==> config.mk <==
export PLATFORM = sky130hd
export DESIGN_NAME = aurora_tx_arbiter
export DESIGN_NICKNAME = d
export VERILOG_FILES = /design/src/rtl/aurora_tx_arbiter.sv
export SDC_FILE = /design/constraint.sdc
export NUM_CORES = 1
export LEC_CHECK = 0
export CAP_MARGIN = 20
export CORE_MARGIN = 4
export CORE_UTILIZATION = 38
export CTS_BUF_LIST = sky130_fd_sc_hd__clkbuf_16
export DETAILED_ROUTE_END_ITERATION = 10
export PLACE_DENSITY = 0.81
export REMOVE_ABC_BUFFERS = 1
export SLEW_MARGIN = 0
export SYNTH_ARGS = -nofsm -noshare
export SYNTH_HDL_FRONTEND = slang
export SYNTH_SLANG_ARGS = --single-unit
==> constraint.sdc <==
create_clock -name io_clk -period 2.55 [get_ports io_clk]
set_clock_uncertainty 0.15 [all_clocks]
set_input_delay 0.6375 -clock io_clk [delete_from_list [all_inputs] [get_ports io_clk]]
set_output_delay 0.6375 -clock io_clk [all_outputs]
set_load 0.1 [all_outputs]
==> src/rtl/aurora_tx_arbiter.sv <==
// Frame-atomic round-robin arbiter sharing one Aurora TX AXI-stream port among NUM_SRC sources.
// Data path is a zero-latency passthrough from the granted source; grant, frame count and error are registered.
module aurora_tx_arbiter #(
  parameter int NUM_SRC   = 3,
  parameter int GNT_W     = 2,
  parameter int MAX_BEATS = 64
) (
  input  logic                  io_clk,
  input  logic                  reset,
  input  logic [NUM_SRC*32-1:0] src_tdata,
  input  logic [NUM_SRC-1:0]    src_tvalid,
  input  logic [NUM_SRC-1:0]    src_tlast,
  output logic [NUM_SRC-1:0]    src_tready,
  input  logic                  channel_up,
  output logic [31:0]           tx_data,
  output logic                  tx_tvalid,
  output logic                  tx_tlast,
  output logic [3:0]            tx_tkeep,
  input  logic                  tx_tready,
  output logic                  busy,
  output logic [GNT_W-1:0]      grant_id,
  output logic [15:0]           frame_cnt,
  output logic                  err_long
);

  localparam int NPAD = 2 ** GNT_W;

  typedef enum logic {IDLE = 1'b0, XFER = 1'b1} state_t;

  state_t            state_q, state_d;
  logic [GNT_W-1:0]  grant_q, grant_d;
  logic [GNT_W-1:0]  last_q, last_d;
  logic [15:0]       beat_q, beat_d;
  logic [15:0]       frame_q, frame_d;
  logic              err_q, err_d;

  logic [31:0]       data_pad [NPAD];
  logic [NPAD-1:0]   valid_pad;
  logic [NPAD-1:0]   last_pad;
  logic [NPAD-1:0]   rdy_pad;
  logic [GNT_W-1:0]  cand;
  logic [GNT_W-1:0]  pick;
  logic              pick_vld;
  logic              g_valid;
  logic              g_last;
  logic              force_last;
  logic              xfer_fire;

  // Pad the source vectors to a power of two so the grant index never selects out of range.
  for (genvar i = 0; i < NPAD; i++) begin : g_pad
    if (i < NUM_SRC) begin : g_src
      assign data_pad[i]  = src_tdata[32*i +: 32];
      assign valid_pad[i] = src_tvalid[i];
      assign last_pad[i]  = src_tlast[i];
    end else begin : g_none
      assign data_pad[i]  = '0;
      assign valid_pad[i] = 1'b0;
      assign last_pad[i]  = 1'b0;
    end
  end

  always_comb begin
    cand     = last_q;
    pick     = last_q;
    pick_vld = 1'b0;
    for (int k = 0; k < NUM_SRC; k++) begin
      cand = (cand == GNT_W'(NUM_SRC - 1)) ? '0 : cand + GNT_W'(1);
      if (!pick_vld && valid_pad[cand]) begin
        pick_vld = 1'b1;
        pick     = cand;
      end
    end
  end

  assign g_valid    = valid_pad[grant_q];
  assign g_last     = last_pad[grant_q];
  assign force_last = (beat_q == 16'(MAX_BEATS - 1));
  assign xfer_fire  = (state_q == XFER) && g_valid && tx_tready;

  always_ff @(posedge io_clk) begin
    if (reset) begin
      state_q <= IDLE;
      grant_q <= '0;
      last_q  <= GNT_W'(NUM_SRC - 1);
      beat_q  <= '0;
      frame_q <= '0;
      err_q   <= 1'b0;
    end else begin
      state_q <= state_d;
      grant_q <= grant_d;
      last_q  <= last_d;
      beat_q  <= beat_d;
      frame_q <= frame_d;
      err_q   <= err_d;
    end
  end

  always_comb begin
    state_d = state_q;
    grant_d = grant_q;
    last_d  = last_q;
    beat_d  = beat_q;
    frame_d = frame_q;
    err_d   = err_q;
    case (state_q)
      IDLE: begin
        if (channel_up && pick_vld) begin
          state_d = XFER;
          grant_d = pick;
          last_d  = pick;
          beat_d  = '0;
        end
      end
      XFER: begin
        // channel_up is ignored here so an in-flight frame always completes.
        if (xfer_fire) begin
          beat_d = beat_q + 16'd1;
          if (g_last || force_last) begin
            state_d = IDLE;
            frame_d = frame_q + 16'd1;
            if (!g_last) err_d = 1'b1;
          end
        end
      end
      default: state_d = IDLE;
    endcase
  end

  always_comb begin
    rdy_pad   = '0;
    tx_data   = '0;
    tx_tvalid = 1'b0;
    tx_tlast  = 1'b0;
    tx_tkeep  = 4'h0;
    if (state_q == XFER) begin
      rdy_pad[grant_q] = tx_tready;
      tx_data          = data_pad[grant_q];
      tx_tvalid        = g_valid;
      tx_tlast         = g_last || force_last;
      tx_tkeep         = g_valid ? 4'hF : 4'h0;
    end
    src_tready = rdy_pad[NUM_SRC-1:0];
  end

  assign busy      = (state_q == XFER);
  assign grant_id  = grant_q;
  assign frame_cnt = frame_q;
  assign err_long  = err_q;

endmodule

# --- Yosys cells after proc, flatten, opt, wreduce, memory -nomap -nowiden ---
# Cells that the tools add are included.
word_totals:
  ff_bits: 38
  input_bits: 106
  output_inout_bits: 61
classes:
  n_addsub: 5
  n_lt_le_gt_ge: 6
  eq_ne: 6
  n_mux: 37
  n_bitwise: 4
  n_reduce_logical: 13
op_table:
  columns: ["operator", "n"]
  rows:
  - ["2-to-1 mux 32 bit", 3]
  - ["binary-select mux 32 bit (select 2 bit)", 1]
  - ["adder 16 x 1 -> 16 bit, second input constant", 2]
  - ["2-to-1 mux 16 bit", 2]
  - ["case mux 16 bit (2 select lines)", 1]
  - ["equality test 16 x 6 -> 1 bit, second input constant", 1]
  - ["2-to-1 mux 1 bit", 14]
  - ["< comparator 2 x 3 -> 1 bit, second input constant", 4]
  - ["2-to-1 mux 2 bit", 6]
  - ["binary-select mux 1 bit (select 2 bit)", 5]
  - ["2-to-1 mux 4 bit", 2]
  - ["adder 2 x 1 -> 2 bit, second input constant", 3]
  - ["equality test 2 bit, second input constant", 3]
  - ["logical AND 1 bit", 6]
  - ["AND reduction 2 bit", 2]
  - ["AND reduction 4 bit", 1]
  - ["AND 3 bit", 1]
  - ["greater-or-equal comparator 3 bit, second input constant", 1]
  - ["2-to-1 mux 3 bit", 1]
  - ["NOT 2 -> 3 bit", 1]
  - ["AND reduction 3 bit", 1]
  - ["demux 1 bit (select 2 bit)", 1]
  - ["greater-or-equal comparator 2 x 1 -> 1 bit, second input constant", 1]
  - ["logical NOT 1 bit", 2]
  - ["5 further kinds", 6]

# --- Depth between registers and ports, before layout ---
depth:
  depth_word: 14
  ltp_mapped: 8
  mapped_depth_nobuf: 6

# --- Least setup slack after synthesis ---
# OpenSTA, ideal clock, no wires.
synth_timing:
  kind: "register to output"
  start: "register grant_q[1] (netlist: grant_id[1])"
  end: "output src_tready[2]"
  arrival_ns: 3.918
  required_ns: 1.762
  path_slack_ns: -2.155
  path_stages_with_launch: 4
  cell_sequence: "dfxtp_1 buf_6 clkbuf_1 nor3b_1"
synth_via:
  elab_chain_cells: 6
  word_cells_on_any_way: 7
  classes_between: "2 x order compare; 3 x mux; 1 x bitwise; 1 x reduce/logical"
synth_rtl:
  columns: ["item", "line_no", "text"]
  rows:
  - ["start, declared", "31", "logic [GNT_W-1:0] grant_q, grant_d;"]
  - ["start signal, assigned", "90", "grant_q <= grant_d;"]
  - ["< comparator 2 x 3 -> 1 bit (not written as such) / greater-or-equal comparator 2 x 1 -> 1 bit (equally long branches)", "136", "rdy_pad[grant_q] = tx_tready;"]
  - ["logical AND 1 bit (not written as such)", "136", null]
  - ["2-to-1 mux 1 bit (not written as such)", "136", null]
  - ["demux 1 bit (select 2 bit) *", "136", null]
  - ["AND 3 bit (no source line) *", null, null]
  - ["2-to-1 mux 3 bit *", "135", "if (state_q == XFER) begin"]
  - ["end, declared", "13", "output logic [NUM_SRC-1:0] src_tready,"]
# Every way passes the cells marked *; elsewhere a longest branch is shown, timed or not.

# --- Final worst setup path ---
layout_timing:
  start: "input src_tdata[0]"
  end: "output tx_data[0]"
layout_via:
  elab_chain_cells: 4
layout_rtl:
  columns: ["item", "line_no", "text"]
  rows:
  - ["start, declared", "10", "input logic [NUM_SRC*32-1:0] src_tdata,"]
  - ["binary-select mux 32 bit (select 2 bit)", "137", "tx_data = data_pad[grant_q];"]
  - ["2-to-1 mux 32 bit (not written as such) (2 in a row)", "137", null]
  - ["2-to-1 mux 32 bit", "135", null]
  - ["end, declared", "15", "output logic [31:0] tx_data,"]
# No other way between the ends. The select of a mux whose other input is x is not followed.

==> results by group <==
Status
  • Status: finished clean

Clocking
  • CTS tree: built
  • Clock sink total: 37
  • CTS root buffer: clkbuf_16
  • Clock transition at the registers of the reported paths: 0.05 ns
  • Clock buffer count from CTS: 5
  • Hold buffer count at cts: 0
  • Maximum root-to-sink buffer count: 2
  • H-tree Lvls: 2
  • Clk_lat worst skew: 0.28 ns

Synth
  • Yosys warnings: 0
  • Post-Syn Instances: 383
  • Main synth FF type: dfxtp_1
  • Synth Area in Compound Gates: 19.5%
  • Adder-Cell Fraction of Synth Area: 0.894%
  • Cell taking the most area after synthesis: dfxtp_1
  • Largest family of logic cells by synthesized area: simple AND/OR/NAND/NOR gates
  • Synth Area per Inst: 7.31 um^2
  • Post-synthesis simple-gate area fraction: 33.0%
  • Area contributors post-synth: dfxtp_1 26%, mux2i_1 13%, and2_1 8.3%
  • Post-synthesis mux area share: 12.5%
  • Synth Area in XOR/XNOR: 1.25%
  • FFs w/ async S/R, synth: 0%
  • Netlist cell types: 41
  • Register area share after synthesis: 26.5%
  • Post-synth EDFFs: 0
  • Synthesized cell area: 2800 um^2
  • #FFs+latches synth: 37
  • Top-area cell type share of the netlist area: 26.5%

Placement
  • GPL Wtd Cong: 0.874
  • Post-placement cell area: 5110 um^2
  • I/O Buffers: 166
  • Post-DP HPWL: 9560 um
  • Placed Cells: 646

Timing
  • Final period utilization: 98.3%
  • Relative slew margins: 71.5%
  • Final Setup Violations: 0
  • Final hold violation count: 0
  • Slew Viols, Final: 0
  • Tmin final: 2.51 ns
  • Max Clock Freq: 0.399 GHz
  • Worst Tran Pin Value: 0.426 ns
  • RSZ-0062 raised after global routing: false

Detailed routing
  • DRT Wirelength: 12000 um
  • # DRC: 0
  • Vias: 3709
  • DRT iter0 DRCs: 146
  • Vias/cell: 5.67
  • Post-DRT Antenna Nets: 0
  • DR WL/cell: 18.4 um
  • Router iterations before antenna repair: 4

Floorplanning
  • Total core area: 7210 um^2
  • Die Ht: 93.8 um
  • Io pins: 167
  • Area of the die: 8810 um^2
  • Row Count: 31
  • Width of the chip: 93.8 um
  • Initial Util: 38.8%

Cells and area
  • Nets: 664
  • Core Util, Final: 73.4%
  • Finished Layout Cells: 654
  • Final instance area: 5300 um^2
  • Most frequent cells in the layout: 99 x clkdlybuf4s50_1, 50 x nand2_1, 47 x buf_12
  • Filler Cell Count: 526
  • Reg area: 744 um^2
  • Most common cell after layout, fill and taps aside: clkdlybuf4s50_1
  • Synth-to-Final Area Change: 89.2%
  • Ant diodes: 0
  • Area taken by multi-input logic gates: 1920 um^2
  • Share of layout cells above drive strength 1: 20.5%

Global routing
  • Vias in the first global route: 3591
  • Global Route Usage Sum: 26.2%
  • Grt total ovfl: 0
  • Pin count of the biggest net entering global routing: 35
  • Global-route wire length before repair: 18400 um
  • Antenna violations before repair: 0

Power and ir drop
  • Static leakage: 0.00195 uW
  • Worst VDD drop: 0.000469 V
  • Pwr/cell area: 435 nW/um^2

Setup path
  • Critical setup path kind: in2out
  • Critical path launch point type: primary input
  • Critical path's slowest cell: clkdlybuf4s50_1
  • Arrival time of the worst setup path: 1.72 ns
  • Critical R2R Capture: frame_cnt[13]
  • CP max stage delay: 0.46 ns
  • CP max FO: 1
  • Worst Setup SP: src_tdata[0]
  • CP cell instances: clkdlybuf4s50_1 > mux2i_1 > o21ai_1 > and2_1 > buf_12
  • Critical R2R Launch: beat_q[0]
  • Worst EP required: 1.76 ns
  • R2r setup slk: 0.20 ns
  • R2r worst-path depth: 7
  • Critical Path End: tx_data[0]
  • Worst Setup End Kind: output port

Job
  • Max cap viols: 0

Worst hold path
  • Hold Crit Class: reg2reg
## cell usage after synthesis, types with 2 or more instances
library cell and instances:
a21oi_1 30, and2_1 37, and3_1 3, buf_1 3, buf_2 5, buf_4 5
clkbuf_1 18, dfxtp_1 37, ha_1 2, inv_1 7, mux2i_1 35, nand2_1 51
nand2b_1 2, nand3_1 14, nand3b_1 2, nand4_1 6, nand4b_1 2, nor2_1 13
nor2b_1 2, nor3_1 7, nor4_1 5, o21a_1 2, o21ai_0 42, o31ai_1 16
or3_1 4, or4_1 16, xnor2_1 2, xor2_1 2
## routing by layer
| layer | track usage (%) | up-vias | wire length, um |
|---|---|---|---|
| li1 | - | 1723 | - |
| met1 | 28.2 | 1792 | 4460 |
| met2 | 47.3 | 161 | 6080 |
| met3 | 8.09 | 33 | 1040 |
| met4 | 10.3 | 0 | 451 |
| met5 | 0 | - | 0 |
## power breakdown
| group | total, uW | switching (uW) | leakage, uW | internal (uW) |
|---|---|---|---|---|
| Sequential | 601 | 14.9 | 0.000299 | 586 |
| Combinational | 1140 | 649 | 0.00158 | 491 |
| Clock | 563 | 215 | 0.0000655 | 348 |
## cell families (layout without fill, tap and decap cells)
kind of cell	Yosys count	after routing
AO/OA/AOI/OAI	96	96
XOR/XNOR	4	4
adder cells (fa/ha/maj)	2	2
buffers and inverters	39	211
flip-flops	37	37
multiplexers	35	35
AND/OR/NAND/NOR	170	170
## worst max-delay path: cells and delay by family
kind | cells | cell delay [ns]
AO/OA/AOI/OAI | 1 | 0.17
buffers and inverters | 2 | 0.64
AND/OR/NAND/NOR | 1 | 0.20
multiplexers | 1 | 0.07
## metrics by stage
step,worst slack (ns),hold WS (ns),power [uW],TNS [ns]
floorplan,-4.28,0.302,1200,-154.07
global placement,-0.259,0.288,1720,-2.84
detailed placement,-0.285,0.296,1730,-4.78
CTS,0.00208,0.304,2310,0
global route,0.000957,0.330,2380,0
finish,0.0438,0.303,2300,0
## registers in the layout, summed over array words and instances (netlist names)
| signal | cells |
|---|---|
| beat_q | 16 |
| frame_cnt | 16 |
| grant_id | 2 |
| busy | 1 |
| err_long | 1 |
| last_q | 1 |
## final cells by class
cell class	instances	area share (%)
timing repair buffer	198	44.4
multi-input combinational	307	36.2
sequential	37	14.1
clock buffer	5	2.36
tap	99	2.34
inverter	7	0.496
clock inverter	1	0.0945
## how the worst min path moves through the flow
stage                     startpoint    endpoint  slack [ns]  cells past startpoint
after global placement      err_long    err_long        0.29                      2
after global routing        err_long    err_long        0.33                      2
after floorplan           beat_q[15]  beat_q[15]        0.30                      2
after CTS                   err_long    err_long        0.30                      2
final                       err_long    err_long        0.30                      2
after detailed placement    err_long    err_long        0.30                      2
## repair_timing
action	in CTS	in global routing
pin swaps	2	2
setup buffers	3	0
resized for setup	13	13
setup endpoints to repair	9	23
No activity file was read; power rests on OpenSTA's default activity.
